==> src/rtl/proc1_mem_pkg.sv <==
// Shared encodings for the memory-port arbiter: one-hot states, requester IDs
// and the read pattern returned on a watchdog abort.
package proc1_mem_pkg;

  typedef enum logic [3:0] {
    ST_IDLE    = 4'b0001,
    ST_BUSY_F  = 4'b0010,
    ST_BUSY_E  = 4'b0100,
    ST_RELEASE = 4'b1000
  } arb_state_e;

  localparam logic REQ_FETCH = 1'b0;
  localparam logic REQ_EXEC  = 1'b1;

  localparam logic [15:0] TIMEOUT_RDATA = 16'hFFFF;

endpackage

==> src/rtl/mem_arbiter_watchdog.sv <==
// Cycle counter for an outstanding memory transaction; expire_o flags the
// last permitted cycle (count == TIMEOUT-1) while counting is enabled.
module mem_arbiter_watchdog #(
  parameter int unsigned TIMEOUT = 255,
  parameter int unsigned CNT_W   = 8
) (
  input  logic clk,
  input  logic rst,
  input  logic clr_i,
  input  logic en_i,
  output logic expire_o
);

  logic [CNT_W-1:0] cnt_q, cnt_d;

  always_comb begin
    cnt_d = cnt_q;
    if (clr_i) begin
      cnt_d = '0;
    end else if (en_i) begin
      cnt_d = cnt_q + CNT_W'(1);
    end
  end

  always_ff @(posedge clk or posedge rst) begin
    if (rst) begin
      cnt_q <= '0;
    end else begin
      cnt_q <= cnt_d;
    end
  end

  assign expire_o = en_i && (cnt_q == CNT_W'(TIMEOUT - 1));

endmodule

==> src/rtl/mem_arbiter.sv <==
// Arbitrates the single memory port between fetcher and execute unit with a
// watchdog abort. Define MEM_ARBITER_ROUND_ROBIN_EN for round-robin priority.
module mem_arbiter
  import proc1_mem_pkg::*;
#(
  parameter int unsigned TIMEOUT = 255,
  parameter int unsigned CNT_W   = 8
) (
  input  logic        clk,
  input  logic        reset,
  input  logic        fetchRequest,
  input  logic [15:0] fetchAddress,
  output logic        fetchDone,
  output logic [15:0] fetchReadData,
  input  logic        execRequest,
  input  logic        execWrite,
  input  logic [15:0] execAddress,
  input  logic [15:0] execWriteData,
  output logic        execDone,
  output logic [15:0] execReadData,
  output logic        memoryRequest,
  output logic        memoryWrite,
  output logic [15:0] memoryAddress,
  output logic [15:0] memoryWriteData,
  input  logic        memoryDone,
  input  logic [15:0] memoryReadData,
  output logic        timeoutError
);

  arb_state_e  state_q, state_d;
  logic        mreq_q, mreq_d, mwe_q, mwe_d;
  logic [15:0] maddr_q, maddr_d, mwd_q, mwd_d;
  logic        fdone_q, fdone_d, edone_q, edone_d, tmo_q, tmo_d;
  logic [15:0] frd_q, frd_d, erd_q, erd_d;
  logic        busy, expire, finish, exec_wins;
  logic [15:0] done_data;

  assign busy      = (state_q == ST_BUSY_F) || (state_q == ST_BUSY_E);
  assign finish    = busy && (memoryDone || expire);
  // A real completion always beats a coincident watchdog expiry.
  assign done_data = memoryDone ? memoryReadData : TIMEOUT_RDATA;

  mem_arbiter_watchdog #(
    .TIMEOUT(TIMEOUT),
    .CNT_W  (CNT_W)
  ) u_watchdog (
    .clk     (clk),
    .rst     (reset),
    .clr_i   (finish),
    .en_i    (busy),
    .expire_o(expire)
  );

`ifdef MEM_ARBITER_ROUND_ROBIN_EN
  logic ptr_q, ptr_d;

  always_comb begin
    ptr_d = ptr_q;
    if (finish) begin
      ptr_d = (state_q == ST_BUSY_E) ? REQ_FETCH : REQ_EXEC;
    end
  end

  always_ff @(posedge clk or posedge reset) begin
    if (reset) begin
      ptr_q <= REQ_EXEC;
    end else begin
      ptr_q <= ptr_d;
    end
  end

  assign exec_wins = execRequest && (!fetchRequest || (ptr_q == REQ_EXEC));
`else
  assign exec_wins = execRequest;
`endif

  always_comb begin
    state_d = state_q;
    mreq_d  = mreq_q;
    mwe_d   = mwe_q;
    maddr_d = maddr_q;
    mwd_d   = mwd_q;
    frd_d   = frd_q;
    erd_d   = erd_q;
    fdone_d = 1'b0;
    edone_d = 1'b0;
    tmo_d   = 1'b0;
    case (state_q)
      ST_IDLE: begin
        if (exec_wins) begin
          state_d = ST_BUSY_E;
          mreq_d  = 1'b1;
          mwe_d   = execWrite;
          maddr_d = execAddress;
          mwd_d   = execWriteData;
        end else if (fetchRequest) begin
          state_d = ST_BUSY_F;
          mreq_d  = 1'b1;
          mwe_d   = 1'b0;
          maddr_d = fetchAddress;
        end
      end
      ST_BUSY_F, ST_BUSY_E: begin
        if (finish) begin
          state_d = ST_RELEASE;
          mreq_d  = 1'b0;
          mwe_d   = 1'b0;
          tmo_d   = !memoryDone;
          if (state_q == ST_BUSY_F) begin
            fdone_d = 1'b1;
            frd_d   = done_data;
          end else begin
            edone_d = 1'b1;
            erd_d   = done_data;
          end
        end
      end
      ST_RELEASE: state_d = ST_IDLE;
      default:    state_d = ST_IDLE;
    endcase
  end

  always_ff @(posedge clk or posedge reset) begin
    if (reset) begin
      state_q <= ST_IDLE;
      mreq_q  <= 1'b0;
      mwe_q   <= 1'b0;
      maddr_q <= '0;
      mwd_q   <= '0;
      fdone_q <= 1'b0;
      edone_q <= 1'b0;
      tmo_q   <= 1'b0;
      frd_q   <= '0;
      erd_q   <= '0;
    end else begin
      state_q <= state_d;
      mreq_q  <= mreq_d;
      mwe_q   <= mwe_d;
      maddr_q <= maddr_d;
      mwd_q   <= mwd_d;
      fdone_q <= fdone_d;
      edone_q <= edone_d;
      tmo_q   <= tmo_d;
      frd_q   <= frd_d;
      erd_q   <= erd_d;
    end
  end

  assign memoryRequest   = mreq_q;
  assign memoryWrite     = mwe_q;
  assign memoryAddress   = maddr_q;
  assign memoryWriteData = mwd_q;
  assign fetchDone       = fdone_q;
  assign fetchReadData   = frd_q;
  assign execDone        = edone_q;
  assign execReadData    = erd_q;
  assign timeoutError    = tmo_q;

endmodule

==> config.mk <==
export PLATFORM = sky130hd
export DESIGN_NAME = mem_arbiter
export DESIGN_NICKNAME = d
export VERILOG_FILES = /design/src/rtl/proc1_mem_pkg.sv /design/src/rtl/mem_arbiter_watchdog.sv /design/src/rtl/mem_arbiter.sv
export SDC_FILE = /design/constraint.sdc
export NUM_CORES = 1
export LEC_CHECK = 0
export BUFFER_PORTS_ARGS = -buffer_cell sky130_fd_sc_hd__buf_2
export CORE_ASPECT_RATIO = 1.4
export CORE_MARGIN = 1.5
export CORE_UTILIZATION = 48
export CTS_CLUSTER_DIAMETER = 200
export CTS_CLUSTER_SIZE = 24
export DETAILED_ROUTE_END_ITERATION = 8
export MAX_ROUTING_LAYER = met4
export PLACE_DENSITY = 0.85
export SLEW_MARGIN = 20
export SYNTH_ARGS = -nofsm -noshare
export SYNTH_HDL_FRONTEND = slang
export SYNTH_SLANG_ARGS = --single-unit
==> constraint.sdc <==
create_clock -name clk -period 2.9 [get_ports clk]
set_input_delay 0.435 -clock clk [delete_from_list [all_inputs] [get_ports clk]]
set_output_delay 0.435 -clock clk [all_outputs]
set_load 0.05 [all_outputs]
[Word-level counts from Yosys, hierarchy flattened]
Cells that the tools add are included.
Word-level totals
  bits in registers: 81
  logic and storage cells: 58
  output and inout bits: 69
  ROM bits: 0
  RAM bits: 0
  input bits: 70
  latch bits: 0
  memories: 0
Operators by class
  multiply operators: 0
  reduce and logical (&&, ||, !) cells: 15
  shift operators: 0
  mux-type cells: 24
  divide/modulo/power cells: 0
  equal/unequal tests: 6
  $add $sub $neg: 1
  $lt $le $gt $ge: 0
  bitwise gates (word level): 1
Operators by type and width (number)
  $mux W16: 3
  $mux W8: 2
  $mux W1: 13
  $mux W4: 3
  $reduce_and A3 Y1: 3
  $add A8 B1 Y8 const B: 1
  $eq A8 B8 Y1 const B: 1
  $pmux W4 S2: 1
  $reduce_and A2 Y1: 3
  $reduce_bool A2 Y1: 3
  $eq A4 B1 Y1 const B: 1
  $eq A4 B2 Y1 const B: 1
  $eq A4 B3 Y1 const B: 1
  $pmux W1 S2: 2
  $ne A3 B3 Y1 const B: 1
  $logic_and A1 B1 Y1: 2
  $logic_or A1 B1 Y1: 2
  $ne A2 B2 Y1 const B: 1
  $reduce_or A2 Y1: 1
  $logic_not A1 Y1: 1
  $not A1 Y1: 1

[Depth between registers and ports, before layout]
  word-level depth: 7
  depth in mapped cells: 8
  mapped depth without buffers: 6

[Hierarchy]
A second synthesis with hierarchy kept.
Second synthesis, totals
  cell total of the unflattened synthesis: 255
  area total of the unflattened synthesis: 3390.8 µm²
Modules (own cells, without submodules)
  mem_arbiter: sequential area each 1828.0 µm², cells each 213, instances 1, area an instance 2971.6 µm²
  mem_arbiter_watchdog: sequential area each 200.2 µm², cells each 42, instances 1, area an instance 419.2 µm²

[Worst setup path before layout]
OpenSTA, ideal clock, no wires.
  path kind: flip-flop to flip-flop
  start: reg state_q[0]
  end: reg mwd_q[0], in the netlist memoryWriteData[0]
  stages on the path, launching flop included: 5
  setup time: 0.125 ns
  clock period less this slack: 1.920 ns
  data arrival time: 1.795 ns
  required time: 2.775 ns
  buffers on the path: 1
  path slack: 0.980 ns
  cells stage by stage: dfstp_2 -> nor4b_1 -> nand2_2 -> buf_4 -> mux2_2
On the way
  longest elaborated chain between the ends: 2
Ends and longest elaborated chain
  start, declared: line mem_arbiter.sv:30  | arb_state_e state_q, state_d;
  start signal, assigned: line mem_arbiter.sv:136  | state_q <= state_d;
  $eq A4 B1 Y1: line mem_arbiter.sv:88  | case (state_q)
  $reduce_and A2 Y1 (no line)
  end signal, assigned: line mem_arbiter.sv:140  | mwd_q <= mwd_d;
  end, declared: line mem_arbiter.sv:32  | logic [15:0] maddr_q, maddr_d, mwd_q, mwd_d;
Every way passes these cells.
A chain may end at the register's enable or synchronous reset.

[Final worst setup path]
  start: reg u_watchdog.cnt_q[0]
  end: reg erd_q[6], in the netlist execReadData[6]
On the way
  longest elaborated chain between the ends: 5
Ends and longest elaborated chain
  start, declared: line mem_arbiter_watchdog.sv:14  | logic [CNT_W-1:0] cnt_q, cnt_d;
  start signal, assigned: line mem_arbiter_watchdog.sv:29  | cnt_q <= cnt_d;
  $eq A8 B8 Y1: line mem_arbiter_watchdog.sv:33  | assign expire_o = en_i && (cnt_q == CNT_W'(TIMEOUT - 1));
  $logic_and A1 B1 Y1: line mem_arbiter_watchdog.sv:33
  $logic_or A1 B1 Y1: line mem_arbiter.sv:39  | assign finish = busy && (memoryDone || expire);
  $logic_and A1 B1 Y1: line mem_arbiter.sv:39
  $reduce_and A3 Y1 (no line)
  end signal, assigned: line mem_arbiter.sv:145  | erd_q <= erd_d;
  end, declared: line mem_arbiter.sv:34  | logic [15:0] frd_q, frd_d, erd_q, erd_d;
Every way passes these cells.

==> results.sh <==
export IMPL_critPathCapture="execReadData[6]"
export IMPL_p_int_mw=2.99
export IMPL_setup_violations=0
export IMPL_cp_startpoint="u_watchdog.cnt_q[0]"
export IMPL_drt_wirelength_per_cell_microns=13.6
export IMPL_num_antenna_cells=0
export IMPL_wl_met2_mm=3.82
export IMPL_syn_avg_cell_area_sq_um=12.1
export IMPL_initial_core_util=0.495
export IMPL_path_clk_slew_ns=0.08
export IMPL_via_count=2585
export IMPL_r2r_slack_ns=0.88
export IMPL_post_route_drc_count=0
export IMPL_dieArea_sq_um=7730
export IMPL_cts_tree="done"
export IMPL_clock_path_buffers=2
export IMPL_grt_pass1_wl_mm=11.2
export IMPL_cp_arrival_ns=2.29
export IMPL_met1Wirelength_mm=2.88
export IMPL_drt_pass1_iter_count=4
export IMPL_hold_ws_ns=0.187
export IMPL_pwr_share_clk=0.153
export IMPL_avgViaCountPerCell=4.90
export IMPL_syn_inst=285
export IMPL_cp_max_fo=17
export IMPL_p_sw_mw=3.00
export IMPL_rows=36
export IMPL_cts_root_buf="clkbuf_8"
export IMPL_hp_class="input port to asynchronous set/reset pin"
export IMPL_yosys_warnings=0
export IMPL_hold_buffers=0
export IMPL_grt_setup_unrepaired="no"
export IMPL_nNetsFinal=500
export IMPL_synth_nets=357
export IMPL_synth_top_cell_area_share=0.579
export IMPL_crit_chain="inv_1 > ha_1 > and3_1 > a21oi_1 > or3_1 > buf_4 > mux2i_1"
export IMPL_period_minus_slack_ns=2.02
export IMPL_route_met3_wl_microns=351
export IMPL_antenna_left=0
export IMPL_grt_pass1_vias=2583
export IMPL_mostFrequentLayoutCell="buf_2"
export IMPL_h_tree_depth=3
export IMPL_yosysTopAreaCell="dfrtp_1"
export IMPL_overflow=0
export IMPL_cp_end_kind="register"
export IMPL_fin_tns_setup_ns=0
export IMPL_report_final_hold_viol_count=0
export IMPL_ys_top_cells_by_area="dfrtp_1, mux2i_1, mux2_2, a2bb2oi_1, nor2b_1"
export IMPL_power_density_nw_per_um2=1340
export IMPL_ys_seq_area_frac=0.587
export IMPL_cts_buffers=9
export IMPL_instances_no_fill=528
export IMPL_synth_distinct_cells=40
export IMPL_worstSkewPairLatency_ns=0.35
export IMPL_grt_max_degree=48
export IMPL_drt_wl_total_mm=7.16
export IMPL_cap_viol_max_count=0
export IMPL_path_class="register to register"
export IMPL_maxSlewHeadroom=0.484
export IMPL_cts_setup_buffers=0
export IMPL_startpoint_type="register"
export IMPL_fin_skew_ns=0.00753
export IMPL_antenna_found_initial=0
export IMPL_top_layer="met4"
export IMPL_drive_above_1_share=0.432
export IMPL_reg2reg_depth=7
export IMPL_ctsResizeCount=0
export IMPL_numClockSinks=81
export IMPL_ys_seq_elements=81
export IMPL_synthToLayoutAreaGrowth_pct=29.6
export IMPL_place_gp_congestion=0.768
export IMPL_placed_cells=512
export IMPL_post_route_period_util=0.696
export IMPL_track_usage=0.199
export IMPL_max_stage_delay_ns=0.41
export IMPL_slowest_stage="a21oi_1"
export IMPL_fp_dieH_microns=103
export IMPL_ir_worst_vdd_mv=0.805
export IMPL_tightest_slew_ns=0.772
export IMPL_crit_required_ns=3.17
export IMPL_die_x_microns=74.7
export IMPL_p_comb_frac=0.521
export IMPL_layout_common_cells="buf_2, dfrtp_1, mux2i_1, nand2_1"
export IMPL_sw_frac_of_total=0.501
export IMPL_ioPinCount=139
export IMPL_worst_r2r_endpoint="execReadData[6]"
export IMPL_numPortBuffers=138
export IMPL_dp_hpwl_mm=5.43
export IMPL_drt_initial_drc_count=59
export IMPL_coreArea_sq_um=6980
export IMPL_outcome="completed"
export IMPL_drv_slew=0
export IMPL_power_leakage_nw=2.41
export IMPL_timing_fmax_mhz=495
export IMPL_r2r_start="u_watchdog.cnt_q[0]"
export IMPL_pwr_share_seq=0.326
export IMPL_syn_area_sq_um=3460
[synthesized netlist by cell type]
library cell,count
a2bb2oi_1,16
dfrtp_1,80
nor2_2,1
a41oi_1,1
buf_12,1
nand3_1,4
or3_1,1
and4_1,2
o21ai_1,1
buf_2,3
nor4b_1,1
o21ai_0,19
mux2_2,16
nor3_1,1
nand2_1,23
and3_1,3
nand2_2,1
o2bb2a_1,1
inv_1,20
and2_1,1
mux2i_1,32
nor2b_1,17
ha_1,2
a21boi_0,1
buf_4,1
o32ai_1,1
nor4b_2,1
buf_6,1
nand2b_1,1
dfstp_2,1
o2bb2ai_1,1
buf_1,1
nand4_1,3
nand2_4,1
clkbuf_1,6
xor2_2,1
and2_2,2
xor2_1,6
nor2_1,7
a21oi_1,3
[cell type report]
cell class                      instances  area [sq um]
Fill cell                             551          2500
Sequential cell                        81          2030
Clock inverter                          6          91.3
Clock buffer                           10           138
Tap cell                               95           119
Inverter                               20          76.3
Timing Repair Buffer                  145           743
Multi-Input combinational cell        171          1290
[power by group through the flow]
stage	Clock [mW]	Sequential, mW	Combinational, mW
3_3_place_gp	0	1.95	3.08
5_1_grt	0.986	2.02	3.31
2_1_floorplan	0	3.49	0.873
6_report	0.914	1.95	3.12
3_5_place_dp	0	1.97	3.15
4_1_cts	0.938	1.96	3.15
[worst max-delay path, delay by kind of cell (launching register included)]
family	cells	cell delay (ns)
AO/OA/AOI/OAI	1	0.41
adder cells (fa/ha/maj)	1	0.18
buffers and inverters	2	0.35
flip-flops	1	0.40
multiplexers	1	0.24
AND/OR/NAND/NOR	2	0.36
[per-layer routing]
layer,global-route usage,vias to the layer above
li1,-,1260
met1,0.216,1218
met2,0.345,97
met3,0.0417,10
met4,0.0923,0
met5,-,-
[cells by family (layout without fill, tap and decap cells)]
logic type               count (synthesis)  after routing  share of synthesized area
flip-flops                              81             81                      0.587
AND/OR/NAND/NOR                         70             70                      0.110
multiplexers                            48             48                      0.145
AO/OA/AOI/OAI                           44             44                     0.0865
buffers and inverters                   33            181                     0.0449
XOR/XNOR                                 7              7                     0.0199
adder cells (fa/ha/maj)                  2              2                    0.00724
[sequential cells by signal, summed over array words and instances, names as in the netlist]
name and cells:
memoryWriteData 16, fetchReadData 16, fetchDone 1, memoryWrite 1
u_watchdog.cnt_q 8, memoryRequest 1, state_q 4, execDone 1
timeoutError 1, execReadData 16, memoryAddress 16
[how the worst min path moves through the flow]
stage,slack [ns],to,start,depth (start not counted)
final,0.19,memoryWriteData[6],reset,2
after global routing,0.25,memoryWriteData[0],reset,2
after CTS,0.21,memoryWriteData[6],reset,2
after detailed placement,0.47,memoryAddress[5],memoryAddress[5],2
after global placement,0.46,memoryAddress[6],memoryAddress[6],2
after floorplan,0.49,u_watchdog.cnt_q[1],u_watchdog.cnt_q[1],2
[metrics by stage]
| stage | instance area (sq um) | setup WS (ns) | util | total power [mW] |
|---|---|---|---|---|
| after floorplan | 3460 | 0.387 | - | 4.36 |
| after global placement | 4250 | 1.01 | 0.609 | 5.03 |
| after detailed placement | 4250 | 0.887 | 0.609 | 5.12 |
| after CTS | 4480 | 0.855 | 0.642 | 6.04 |
| after global routing | 4480 | 0.696 | 0.642 | 6.32 |
| final | 4480 | 0.881 | 0.642 | 5.99 |
(Power assumes the default switching activity.)
